<file path="src/rtl/pulse_train_gen.sv">
// Step/dir pulse train generator: emits a latched number of 50%-duty pulses and reports busy/remaining/done.
// Define PULSE_GEN_CONTINUOUS_EN to make a count=0 start run indefinitely until abort or reset.
module pulse_train_gen #(
    parameter int COUNT_WIDTH  = 16,
    parameter int PERIOD_WIDTH = 16
) (
    input  logic                    clk,
    input  logic                    rst,
    input  logic                    start,
    input  logic                    abort,
    input  logic                    dir,
    input  logic [COUNT_WIDTH-1:0]  count,
    input  logic [PERIOD_WIDTH-1:0] half_period,
    output logic                    pulse_out,
    output logic                    dir_out,
    output logic                    busy,
    output logic                    done,
    output logic [COUNT_WIDTH-1:0]  remaining
);

    typedef enum logic [1:0] {IDLE, HIGH, LOW, DONE} state_t;

    state_t                  state, state_nxt;
    logic [PERIOD_WIDTH-1:0] h_q;
    logic [PERIOD_WIDTH-1:0] phase_cnt;
    logic [PERIOD_WIDTH-1:0] reload;
    logic                    accept;
    logic                    phase_end;
    logic                    cont_start;
    logic                    cont_q;
    logic                    pulse_d, busy_d, done_d;

    function automatic logic [PERIOD_WIDTH-1:0] clamp_half(input logic [PERIOD_WIDTH-1:0] hp);
        return (hp == '0) ? PERIOD_WIDTH'(1) : hp;
    endfunction

    assign accept    = (state == IDLE) && start && !abort;
    assign phase_end = (phase_cnt == '0);
    assign reload    = accept ? clamp_half(half_period) : h_q;

`ifdef PULSE_GEN_CONTINUOUS_EN
    assign cont_start = (count == '0);

    always_ff @(posedge clk) begin
        if (rst)
            cont_q <= 1'b0;
        else if (accept)
            cont_q <= cont_start;
    end
`else
    assign cont_start = 1'b0;
    assign cont_q     = 1'b0;
`endif

    always_ff @(posedge clk) begin
        if (rst)
            state <= IDLE;
        else
            state <= state_nxt;
    end

    always_comb begin
        state_nxt = state;
        case (state)
            IDLE: begin
                if (accept)
                    state_nxt = (count != '0 || cont_start) ? HIGH : DONE;
            end
            HIGH: begin
                if (abort)
                    state_nxt = DONE;
                else if (phase_end)
                    state_nxt = LOW;
            end
            LOW: begin
                if (abort)
                    state_nxt = DONE;
                else if (phase_end)
                    state_nxt = (remaining != '0 || cont_q) ? HIGH : DONE;
            end
            DONE:    state_nxt = IDLE;
            default: state_nxt = IDLE;
        endcase
    end

    // Outputs are decoded from the next state and registered, so they are glitch-free flops.
    always_comb begin
        pulse_d = (state_nxt == HIGH);
        busy_d  = (state_nxt == HIGH) || (state_nxt == LOW);
        done_d  = (state_nxt == DONE);
    end

    always_ff @(posedge clk) begin
        if (rst) begin
            pulse_out <= 1'b0;
            busy      <= 1'b0;
            done      <= 1'b0;
            dir_out   <= 1'b0;
            remaining <= '0;
        end else begin
            pulse_out <= pulse_d;
            busy      <= busy_d;
            done      <= done_d;
            if (accept) begin
                dir_out   <= dir;
                remaining <= count;
            end else if (state == HIGH && phase_end && !abort && !cont_q) begin
                remaining <= remaining - COUNT_WIDTH'(1);
            end
        end
    end

    // Phase counter reloads on every phase entry and only counts down while nonzero.
    always_ff @(posedge clk) begin
        if (accept)
            h_q <= clamp_half(half_period);
        if (state_nxt != state && (state_nxt == HIGH || state_nxt == LOW))
            phase_cnt <= reload - PERIOD_WIDTH'(1);
        else if ((state == HIGH || state == LOW) && !phase_end)
            phase_cnt <= phase_cnt - PERIOD_WIDTH'(1);
    end

endmodule

</file>
<file path="config.mk">
export PLATFORM = sky130hd
export DESIGN_NAME = pulse_train_gen
export DESIGN_NICKNAME = d
export VERILOG_FILES = /design/src/rtl/pulse_train_gen.sv
export SDC_FILE = /design/constraint.sdc
export NUM_CORES = 1
export LEC_CHECK = 0
export BUFFER_PORTS_ARGS = -buffer_cell sky130_fd_sc_hd__buf_2
export CAP_MARGIN = 20
export CORE_AREA = 2 2 86 88
export DETAILED_ROUTE_END_ITERATION = 16
export DIE_AREA = 0 0 88 90
export PLACE_DENSITY = 0.74
export SYNTH_ARGS = -nofsm -noshare
export SYNTH_HDL_FRONTEND = slang
export SYNTH_SLANG_ARGS = --single-unit
</file>
<file path="constraint.sdc">
create_clock -name clk -period 11.65 [get_ports clk]
set_clock_uncertainty 0.15 [all_clocks]
set_input_delay 1.165 -clock clk [delete_from_list [all_inputs] [get_ports clk]]
set_output_delay 1.165 -clock clk [all_outputs]
set_load 0.1 [all_outputs]
</file>
==> metrics.md, run 1 <==
| Metric | Value |
|---|---|
| Worst R2R Path Depth | 17 |
| Met2 Use GR | 35.2% |
| Status | complete, no violations |
| Max_cap viols | 0 |
| Minimum clock period | 5640 ps |
| Post-CTS Hold Buffers | 0 |
| Initial DRT Pass Iterations | 4 |
| Synthesized area | 3370 µm² |
| Startpoint Class | register |
| Inserted Diodes | 0 |
| Pwr Total | 1.16 mW |
| Slew Viols, Final | 0 |
| Post-synth EDFFs | 16 |
| RePlAce Congestion | 0.855 |
| Setup CP Type | reg2reg |
| Post-synthesis net count | 448 |
| Core area | 7020 µm² |
| HP Start | dir_out |
| GRT busiest layer | met2 |
| Post-route DRC | 0 |
| Number of global-route vias before repair | 2807 |
| Worst-path maximum fanout | 23 |
| Root buffer cell | clkbuf_8 |
| Synthesized instance count | 404 |
| Via Count | 3166 |
| IO Count | 57 |
| Syn_area_per_cell | 8.35 µm² |
| Initial antenna violation count | 0 |
| Min-delay worst type | reg2reg |
| Power per cell area | 304 nW/µm² |
| Warnings from Yosys | 0 |
| Clk slew on worst S/H paths | 110 ps |
| First-pass GRT wire length | 13800 µm |
| Crit path DAT | 5530 ps |
| RSZ-0062 raised after global routing | false |
| Cell count of the worst hold path | 2 |
| WP data required | 11530 ps |
| Register area share after synthesis | 36.8% |
| Vias per Instance | 5.75 |
| Main synth FF type | dfxtp_1 |
| Hpwl dp | 6400 µm |
| Reg-to-reg critical path startpoint | state[1] |
| Post-cts sizing count | 0 |
| GR Layer Usage met3 | 2.75% |
| Total gr overflow | 0 |
| Worst Tran Pin Value | 849 ps |
| Routing usage on met1 | 30.9% |
| CP Capture Type | register |
| Row count | 31 |
| Largest net degree at the start of global routing | 32 |
| Area grow syn2layout | 12.8% |
| DR iter-0 viols | 175 |
| Worst reg2reg setup slack | 6010 ps |
| Share of cells above drive strength 1 | 19.2% |
| #FFs+latches synth | 54 |
| Cell variety after synth | 63 |
| Gr usage total | 21.8% |
| Leak pwr | 1.55 nW |
| Worst setup margin | 6010 ps |
| Post-CTS setup repair buffer count | 0 |
| H-Tree Depth | 2 |
| Worst vdd ir | 0.000141 V |
| Tcrit/Tclk final | 48.4% |
| Avg WL per Cell | 15.1 µm |
| CTS tree | built |
| Max Fclk | 177 MHz |
| Reg area | 1240 µm² |
| Final WL | 8330 µm |
| Num CTS Buffers | 5 |
| Sink Count | 54 |
| Hold Violations, Final | 0 |
| Setup-failing EPs final | 0 |
| ANT nets after route | 0 |
| Post-place setup slack | 5840 ps |
| Chip height | 90 µm |
| Filler cell count | 671 |
| Worst Hold Path EP | dir_out |
| Clock buffer depth | 2 |
| Worst R2R End | phase_cnt[14] |
| Clk_lat worst skew | 320 ps |
| FFs w/ async S/R, synth | 0% |
| Port bufs | 56 |
| # nets final | 496 |
| Worst relative slew slack | 43.3% |
| Die X | 88 µm |
| Multi-input combinational cell area | 1990 µm² |
| Die ar. | 7920 µm² |
| Initial Util | 48.1% |
| Setup TNS Final | 0 ps |
per-layer routing:
layer  vias up  routed length (µm)  part of all wire, %
li1       1549                   -                    -
met2       102                4120                   49
met3        10                 448                  5.4
met5         -                   0                    0
met1      1505                3670                   44
met4         0                  87                  1.0
cell families (layout without fill, tap and decap cells):
group | Yosys count | in the layout | synth area share (%)
and+or+nand+nor | 180 | 180 | 27.0
AOI/OAI and AO/OA | 83 | 83 | 17.2
DFF | 54 | 54 | 36.8
buffers and inverters | 36 | 84 | 4.34
xor gates and xnor gates | 29 | 29 | 7.53
muxes | 15 | 15 | 4.49
adders and majority gates | 7 | 7 | 2.60
cell usage in the layout, fill, tap and decap left out, types with 3 or more instances in the layout:
cell      count
mux2i_1      14
ha_1          7
nand4_1       4
or2_2         4
nand2b_1      4
nor3b_1       3
a31oi_1       6
or3_1         5
xnor2_1      21
clkbuf_8      5
nand2_1      58
inv_1        17
nor4_1       14
nand3b_1      3
edfxtp_1     16
nor2b_1       6
nor2_1       47
buf_2        56
buf_4         3
and2_1        3
a32oi_1       3
o21ai_0      15
dfxtp_1      38
a22oi_1       3
a21oi_1      26
xor2_1        8
a211oi_1      4
nor3_1       16
cell type report:
type / instances / share of cell area, %
multi-input cells: 314 / 52.2
flip-flops and latches: 54 / 32.6
well taps: 99 / 3.26
clock buffers: 5 / 1.81
inverters: 18 / 1.78
repair buffers: 59 / 7.96
clock inverters: 2 / 0.362
synthesized netlist by cell type (2+ instances only):
library cell,number,share of area [%]
a211oi_1,4,0.89
a21oi_1,26,3.9
a221oi_1,2,0.52
a22oi_1,3,0.67
a2bb2oi_1,2,0.52
a31oi_1,6,1.1
a32oi_1,3,0.78
and2_1,3,0.56
buf_2,3,0.44
clkbuf_1,13,1.4
dfxtp_1,38,23
edfxtp_1,16,14
ha_1,7,2.6
inv_1,17,1.9
mux2i_1,14,4.2
nand2_1,58,6.5
nand2b_1,4,0.74
nand3b_1,3,0.67
nand4_1,4,0.74
nor2_1,47,5.2
nor2b_1,6,1.1
nor3_1,16,2.4
nor3b_1,3,0.67
nor4_1,14,2.6
nor4_2,2,0.74
o21ai_0,16,2.4
o22ai_1,2,0.37
o41ai_1,2,0.52
or2_2,4,0.74
or3_1,5,0.93
or3_2,2,0.44
xnor2_1,21,5.5
xor2_1,8,2.1
sequential cells by signal, summed over array words and instances (netlist names):
register   count
busy           1
dir_out        1
done           1
h_q           16
phase_cnt     16
pulse_out      1
remaining     16
state          2
stage by stage:
step | hold WS (ps) | util [%] | cells | cell area, µm²
2_1_floorplan | 287 | - | 404 | 3370
3_3_place_gp | 295 | 53.0 | 544 | 3720
3_5_place_dp | 294 | 53.0 | 544 | 3720
4_1_cts | 309 | 54.2 | 551 | 3800
5_1_grt | 332 | 54.2 | 551 | 3800
6_report | 307 | 54.2 | 551 | 3800
power breakdown:
part,switching (mW),internal [mW]
Sequential,0.0626,0.312
Combinational,0.439,0.236
Clock,0.0645,0.0418
Total,0.566,0.590
worst max-delay path: stages, from the launching register on:
cell and delay [ps]:
dfxtp_1 650, inv_1 200, ha_1 380, nand3b_1 370, buf_4 340, o21ai_0 150, o21ai_2 150, inv_1 80
ha_1 360, o41ai_1 150, a31oi_1 290, nand2_1 560, mux2i_1 400, ha_1 350, o21ai_1 220, or3_1 340
a21oi_1 150, a21oi_1 70
worst max path at each step:
stage / endpoint / slack [ps] / startpoint
after floorplan: phase_cnt[14] / 6350 / abort
after global placement: phase_cnt[14] / 6080 / abort
after detailed placement: phase_cnt[14] / 5840 / abort
after CTS: phase_cnt[14] / 6070 / state[1]
after global routing: phase_cnt[14] / 5560 / state[1]
final: phase_cnt[14] / 6010 / state[1]
(Power assumes the default switching activity.)
==> run 2, diff against run 1 <==
--- a/config.mk
+++ b/config.mk
@@ -10,7 +10,7 @@
 export CORE_AREA = 2 2 86 88
 export DETAILED_ROUTE_END_ITERATION = 16
 export DIE_AREA = 0 0 88 90
-export PLACE_DENSITY = 0.74
+export PLACE_DENSITY = 0.77
 export SYNTH_ARGS = -nofsm -noshare
 export SYNTH_HDL_FRONTEND = slang
 export SYNTH_SLANG_ARGS = --single-unit
==> constraint.sdc (replaced) <==
create_clock -name clk -period 5.1 [get_ports clk]
set_clock_uncertainty 0.15 [all_clocks]
set_input_delay 0.51 -clock clk [delete_from_list [all_inputs] [get_ports clk]]
set_output_delay 0.51 -clock clk [all_outputs]
set_load 0.1 [all_outputs]
==> run 2 against run 1 <==
Die area did not move. Sequential cell count unchanged. Global-route usage fell by 0.51 points. Power grew 130%. Sequential share of layout area fell by 0.25 points. Routed wire length fell by 2.6%. Largest cell class unchanged.
==> metrics.md, run 2 (synthesis results as in run 1) <==
| Metric | Value |
|---|---|
| Worst R2R Path Depth | 16 |
| Largest net degree at the start of global routing | 32 |
| CP Capture Type | register |
| Pint | 1.37 mW |
| Worst-path maximum fanout | 7 |
| Critical path's top delay family | simple AND/OR/NAND/NOR gates |
| Max Fclk | 212 MHz |
| Clk_lat worst skew | 310 ps |
| CP max stage cell | edfxtp_1 |
| Cell count of the worst hold path | 3 |
| Final WL | 8110 µm |
| Avg WL per Cell | 14.6 µm |
| Status | complete, no violations |
| Worst Tran Pin Value | 890 ps |
| HP Start | dir |
| Inserted Diodes | 0 |
| Sequential Power Share | 32.0% |
| Top flop regs | h_q: 16 flops, phase_cnt: 16 flops, remaining: 16 flops |
| Total gr overflow | 0 |
| Post-route DRC | 0 |
| Met2 Use GR | 32.8% |
| Gr usage total | 21.3% |
| Commonest cells after routing, fill and taps aside | 58 x nand2_1, 56 x buf_2, 47 x nor2_1 |
| Commonest non-fill, non-tap cell in the layout | nand2_1 |
| Minimum clock period | 4720 ps |
| Max_cap viols | 0 |
| GR Layer Usage met3 | 3.95% |
| Clock power frac | 9.0% |
| Slew Viols, Final | 0 |
| Worst setup margin | 377 ps |
| Root buffer cell | clkbuf_8 |
| Worst Hold Path EP | dir_out |
| Leak pwr | 1.57 nW |
| Die ar. | 7920 µm² |
| Dpl cell area | 3740 µm² |
| Die X | 88 µm |
| Area grow syn2layout | 13.8% |
| RePlAce Congestion | 0.843 |
| Core area | 7020 µm² |
| Largest stage delay, worst path | 480 ps |
| Worst reg2reg setup slack | 380 ps |
| Comb power frac | 59.0% |
| GRT busiest layer | met2 |
| Sink Count | 54 |
| Multi-input combinational cell area | 1990 µm² |
| Placed Cells | 546 |
| Tcrit/Tclk final | 92.6% |
| Share of cells above drive strength 1 | 20.2% |
| Via Count | 3135 |
| Post-CTS Hold Buffers | 0 |
| Hpwl dp | 6260 µm |
| Power per cell area | 691 nW/µm² |
| Net switching power | 1.28 mW |
| Sw Share | 48.2% |
| IO Count | 57 |
| CP Buf/Inv Count | 1 |
| Reg area | 1240 µm² |
| Post-route insts no fill | 555 |
| First-pass GRT wire length | 13600 µm |
| Setup TNS Final | 0 ps |
| Crit path DAT | 4630 ps |
| DR iter-0 viols | 178 |
| WP data required | 5010 ps |
| Startpoint Class | register |
| Initial Util | 48.1% |
| Crit-path cells | nor4_2, nand4_1, or3_1, o221a_4, o21ai_2, inv_1, ha_1, o41ai_1, a31oi_1, nand2_1, mux2i_1, ha_2, o21ai_1, or3_1, a21oi_1, a21oi_1 |
| Setup CP Type | reg2reg |
| Reg-to-reg critical path startpoint | phase_cnt[9] |
| Worst R2R End | phase_cnt[14] |
| Initial DRT Pass Iterations | 5 |
| Initial antenna violation count | 0 |
| Setup-failing EPs final | 0 |
| Post-place setup slack | 252 ps |
| Routing usage on met1 | 30.0% |
| Number of global-route vias before repair | 2894 |
| Design Area, Final | 3840 µm² |
| Hold Violations, Final | 0 |
| Num CTS Buffers | 5 |
| Vias per Instance | 5.65 |
| CTS tree | built |
| Row count | 31 |
| Worst relative slew slack | 40.1% |
| Port bufs | 56 |
| Min-delay worst type | in2reg |
| Chip height | 90 µm |
| Filler cell count | 658 |
| Worst vdd ir | 0.000253 V |
| Fin Hold WS | 277 ps |
| # nets final | 499 |
| ANT nets after route | 0 |
| H-Tree Depth | 2 |
| Clk slew on worst S/H paths | 100 ps |
| Clock buffer depth | 2 |
## run 2: changes by cell type in the layout (fill, tap and decap cells not counted), sizes merged
| cell | before | now |
|---|---|---|
| buf | 59 | 62 |
| clkbuf | 5 | 6 |
## run 2: worst min-delay path, delay by kind of cell
family,cells,cell delay [ps]
AND/OR/NAND/NOR,1,50
buffers and inverters,1,100
AO/OA/AOI/OAI,1,50
## run 2: metrics by stage
step                      power, mW  util [%]
after floorplan                2.07         -
after global placement         2.34      53.3
after detailed placement       2.39      53.3
after CTS                      2.63      54.5
after global routing           2.84      54.7
final                          2.65      54.7
## run 2: per-layer routing
metal  part of all wire (%)  wire length (µm)
met5                      0                 0
met2                     46              3720
met4                    1.7               141
met1                     47              3840
met3                    5.0               404
## run 2: power by group through the flow
stage	logic [mW]	registers, mW	clock network [mW]
final	1.56	0.849	0.240
after floorplan	1.07	1.00	0
after global placement	1.49	0.846	0
after detailed placement	1.53	0.857	0
after global routing	1.71	0.873	0.258
after CTS	1.54	0.847	0.246
## run 2: cell type report
type	count	area share [%]
Inverter	18	1.76
Clock inverter	2	0.326
Tap cell	99	3.23
Multi-Input combinational cell	314	52.0
Sequential cell	54	32.4
Timing Repair Buffer	62	8.47
Clock buffer	6	1.89
## run 2: repair_timing
| item | in CTS | in global routing |
|---|---|---|
| setup buffers | 0 | 1 |
| setup endpoints to repair | 0 | 5 |
| resized for setup | 0 | 2 |
## run 2: worst max-delay path by stage
stage	start	endpoint	cells past startpoint	slack [ps]
2_1_floorplan	remaining[1]	phase_cnt[14]	19	30
3_3_place_gp	phase_cnt[9]	phase_cnt[14]	16	470
3_5_place_dp	phase_cnt[6]	phase_cnt[14]	16	250
4_1_cts	phase_cnt[6]	phase_cnt[14]	16	240
5_1_grt	phase_cnt[9]	phase_cnt[12]	16	-2
6_report	phase_cnt[9]	phase_cnt[14]	16	380
==> run 3, diff against run 2 <==
==> config.mk (replaced) <==
export PLATFORM = sky130hd
export DESIGN_NAME = pulse_train_gen
export DESIGN_NICKNAME = d
export VERILOG_FILES = /design/src/rtl/pulse_train_gen.sv
export SDC_FILE = /design/constraint.sdc
export NUM_CORES = 1
export LEC_CHECK = 0
export ABC_AREA = 1
export BUFFER_PORTS_ARGS = -buffer_cell sky130_fd_sc_hd__buf_2
export CAP_MARGIN = 20
export CORE_AREA = 2 2 85 87
export DETAILED_ROUTE_END_ITERATION = 16
export DIE_AREA = 0 0 87 89
export PLACE_DENSITY = 0.79
export SYNTH_ARGS = -nofsm -noshare
export SYNTH_HDL_FRONTEND = slang
export SYNTH_SLANG_ARGS = --single-unit
==> run 3 against run 2 <==
Sequential share of layout area rose by 0.17 points. Combinational power decreased by 15%. Sequential power shrank 14%. Setup slack improved by 740 ps. Sequential cell count unchanged. Global-route usage rose by 0.41 points. Power fell by 14%. Critical endpoint unchanged.
==> metrics.md, run 3 <==
| Metric | Value |
|---|---|
| Commonest cells in the netlist | 160 x nand2_1, 43 x inv_1, 42 x nor2_1, 38 x dfxtp_1, 34 x nand3_1 |
| Setup CP Type | reg2reg |
| Via Count | 3231 |
| RePlAce Congestion | 0.916 |
| Total gr overflow | 0 |
| Worst reg2reg setup slack | 1120 ps |
| Port bufs | 56 |
| IO Count | 57 |
| Reg-to-reg critical path startpoint | state[0] |
| Post-CTS Hold Buffers | 0 |
| Worst vdd ir | 0.000359 V |
| Post-synth EDFFs | 16 |
| H-Tree Depth | 2 |
| CTS tree | built |
| Hpwl dp | 6150 µm |
| DR iter-0 viols | 209 |
| Sw Share | 51.0% |
| Placed Cells | 606 |
| Area grow syn2layout | 11.4% |
| Post-Synth Adder-Cell Area | 2.56% |
| Initial Util | 51.0% |
| Synthesized instance count | 484 |
| Root buffer cell | clkbuf_8 |
| Share of cells above drive strength 1 | 20.4% |
| WP data required | 5020 ps |
| Worst Tran Pin Value | 783 ps |
| Sequential Power Share | 31.7% |
| Worst-path maximum fanout | 27 |
| Synth area leaders | dfxtp_1 22%, nand2_1 18%, edfxtp_1 14% |
| Avg WL per Cell | 13.1 µm |
| Post-synthesis net count | 528 |
| Status | complete, no violations |
| Worst Setup SP | state[0] |
| Hold Violations, Final | 0 |
| Gr usage total | 21.7% |
| Register area share after synthesis | 36.2% |
| Worst R2R End | phase_cnt[14] |
| Initial antenna violation count | 0 |
| Clk_lat worst skew | 310 ps |
| Initial DRT Pass Iterations | 6 |
| Post-route DRC | 0 |
| Die X | 87 µm |
| Minimum clock period | 3980 ps |
| Clk slew on worst S/H paths | 100 ps |
| Post-CTS setup repair buffer count | 0 |
| Comb power frac | 57.8% |
| Main synth FF type | dfxtp_1 |
| Min-delay worst type | in2reg |
| Most frequent cell after synthesis | nand2_1 |
| Final WL | 8060 µm |
| Startpoint Class | register |
| Die ar. | 7740 µm² |
| Vias per Instance | 5.26 |
| Max Fclk | 251 MHz |
| Syn_area_per_cell | 7.08 µm² |
| Largest net degree at the start of global routing | 35 |
| Max_cap viols | 0 |
| CP Capture Type | register |
| Chip height | 89 µm |
| Core area | 6720 µm² |
| Worst setup margin | 1120 ps |
| Largest family of logic cells by synthesized area | simple AND/OR/NAND/NOR gates |
| Commonest non-fill, non-tap cell in the layout | nand2_1 |
| Fin Hold WS | 293 ps |
| FFs w/ async S/R, synth | 0% |
| Number of global-route vias before repair | 2835 |
| First-pass GRT wire length | 13200 µm |
| Filler cell count | 632 |
| Power per cell area | 600 nW/µm² |
| RSZ-0062 raised after global routing | false |
| Synth Area in Compound Gates | 6.91% |
| Post-route insts no fill | 614 |
| Crit path capture | phase_cnt[14] |
| Worst R2R Path Depth | 20 |
| Tcrit/Tclk final | 78.1% |
| Leak pwr | 1.83 nW |
| Setup TNS Final | 0 ps |
| Post-place setup slack | 1140 ps |
| Post-cts sizing count | 0 |
| Warnings from Yosys | 0 |
| Pint | 1.12 mW |
| XOR/XNOR Fraction of Synth Area | 3.07% |
| Top cell type's share of synthesized area | 22.2% |
| ANT nets after route | 0 |
| Commonest cells after routing, fill and taps aside | 160 x nand2_1, 56 x buf_2, 43 x inv_1 |
| Inserted Diodes | 0 |
| Net switching power | 1.17 mW |
| Clock buffer depth | 2 |
| Synth Area in Simple Gates | 43.8% |
| Worst relative slew slack | 47.8% |
| Sink Count | 54 |
| #FFs+latches synth | 54 |
| Multiplexer share of the synthesized area | 0% |
| Clock power frac | 10.4% |
| Cell variety after synth | 35 |
| Slew Viols, Final | 0 |
| Setup-failing EPs final | 0 |
| Synth area leader | dfxtp_1 |
| Synthesized area | 3420 µm² |
| Crit path DAT | 3910 ps |
| Num CTS Buffers | 5 |
| Row count | 30 |
| # nets final | 577 |
| Top flop regs | h_q: 16 flops, phase_cnt: 16 flops, remaining: 16 flops |
[run 3: how the worst min path moves through the flow]
stage	from	to	slack [ps]	cells past startpoint
CTS	half_period[1]	h_q[1]	280	3
finish	dir	dir_out	290	3
global placement	h_q[1]	h_q[1]	280	2
global route	half_period[13]	h_q[13]	290	3
detailed placement	h_q[1]	h_q[1]	270	2
floorplan	h_q[1]	h_q[1]	260	2
[run 3: kinds of logic (layout without fill, tap and decap cells)]
group | after synthesis | count (layout)
AOI/OAI and AO/OA | 40 | 40
xor gates and xnor gates | 12 | 12
adders and majority gates | 7 | 7
buffers and inverters | 60 | 110
DFF | 54 | 54
and+or+nand+nor | 311 | 311
[run 3: routing by layer]
layer	global-route usage (%)	vias to the layer above	wire, µm
met5	0	-	0
met4	7.39	0	176
met3	4.71	17	465
met2	34.6	112	3610
met1	29.2	1427	3810
li1	-	1675	-
[run 3: stage by stage]
stage               utilization (%)  cell area (µm²)  power, mW
CTS                            56.8             3810       2.29
floorplan                         -             3420       1.84
global route                   56.8             3810       2.49
global placement               55.5             3730       2.02
detailed placement             55.5             3730       2.05
finish                         56.8             3810       2.29
[run 3: power groups by stage]
stage / clock, mW / sequential (mW) / combinational, mW
2_1_floorplan: 0 / 0.839 / 0.999
3_3_place_gp: 0 / 0.733 / 1.28
3_5_place_dp: 0 / 0.735 / 1.31
4_1_cts: 0.247 / 0.725 / 1.32
5_1_grt: 0.265 / 0.745 / 1.48
6_report: 0.239 / 0.727 / 1.32
[run 3: critical path: stages, from the launching register on]
cell	delay (ps)
dfxtp_1	410
inv_1	100
ha_1	270
nand2_2	110
nor2_4	40
inv_2	280
nor2_2	70
nand4_1	100
nand2_1	80
nand2_2	110
inv_1	50
ha_1	580
nand2_4	400
nand2_1	80
nand2_1	130
ha_1	250
nand3_4	120
nor3_4	220
nand2_1	70
nand2_1	60
nand2_1	40
[run 3: final cells by class]
cell class	instances	area, µm²	share of cell area [%]
multi-input combinational	370	1930	50.6
sequential	54	1240	32.5
timing repair buffer	57	288	7.54
inverter	45	169	4.43
tap	80	100	2.62
clock buffer	6	72.6	1.90
clock inverter	2	13.8	0.361
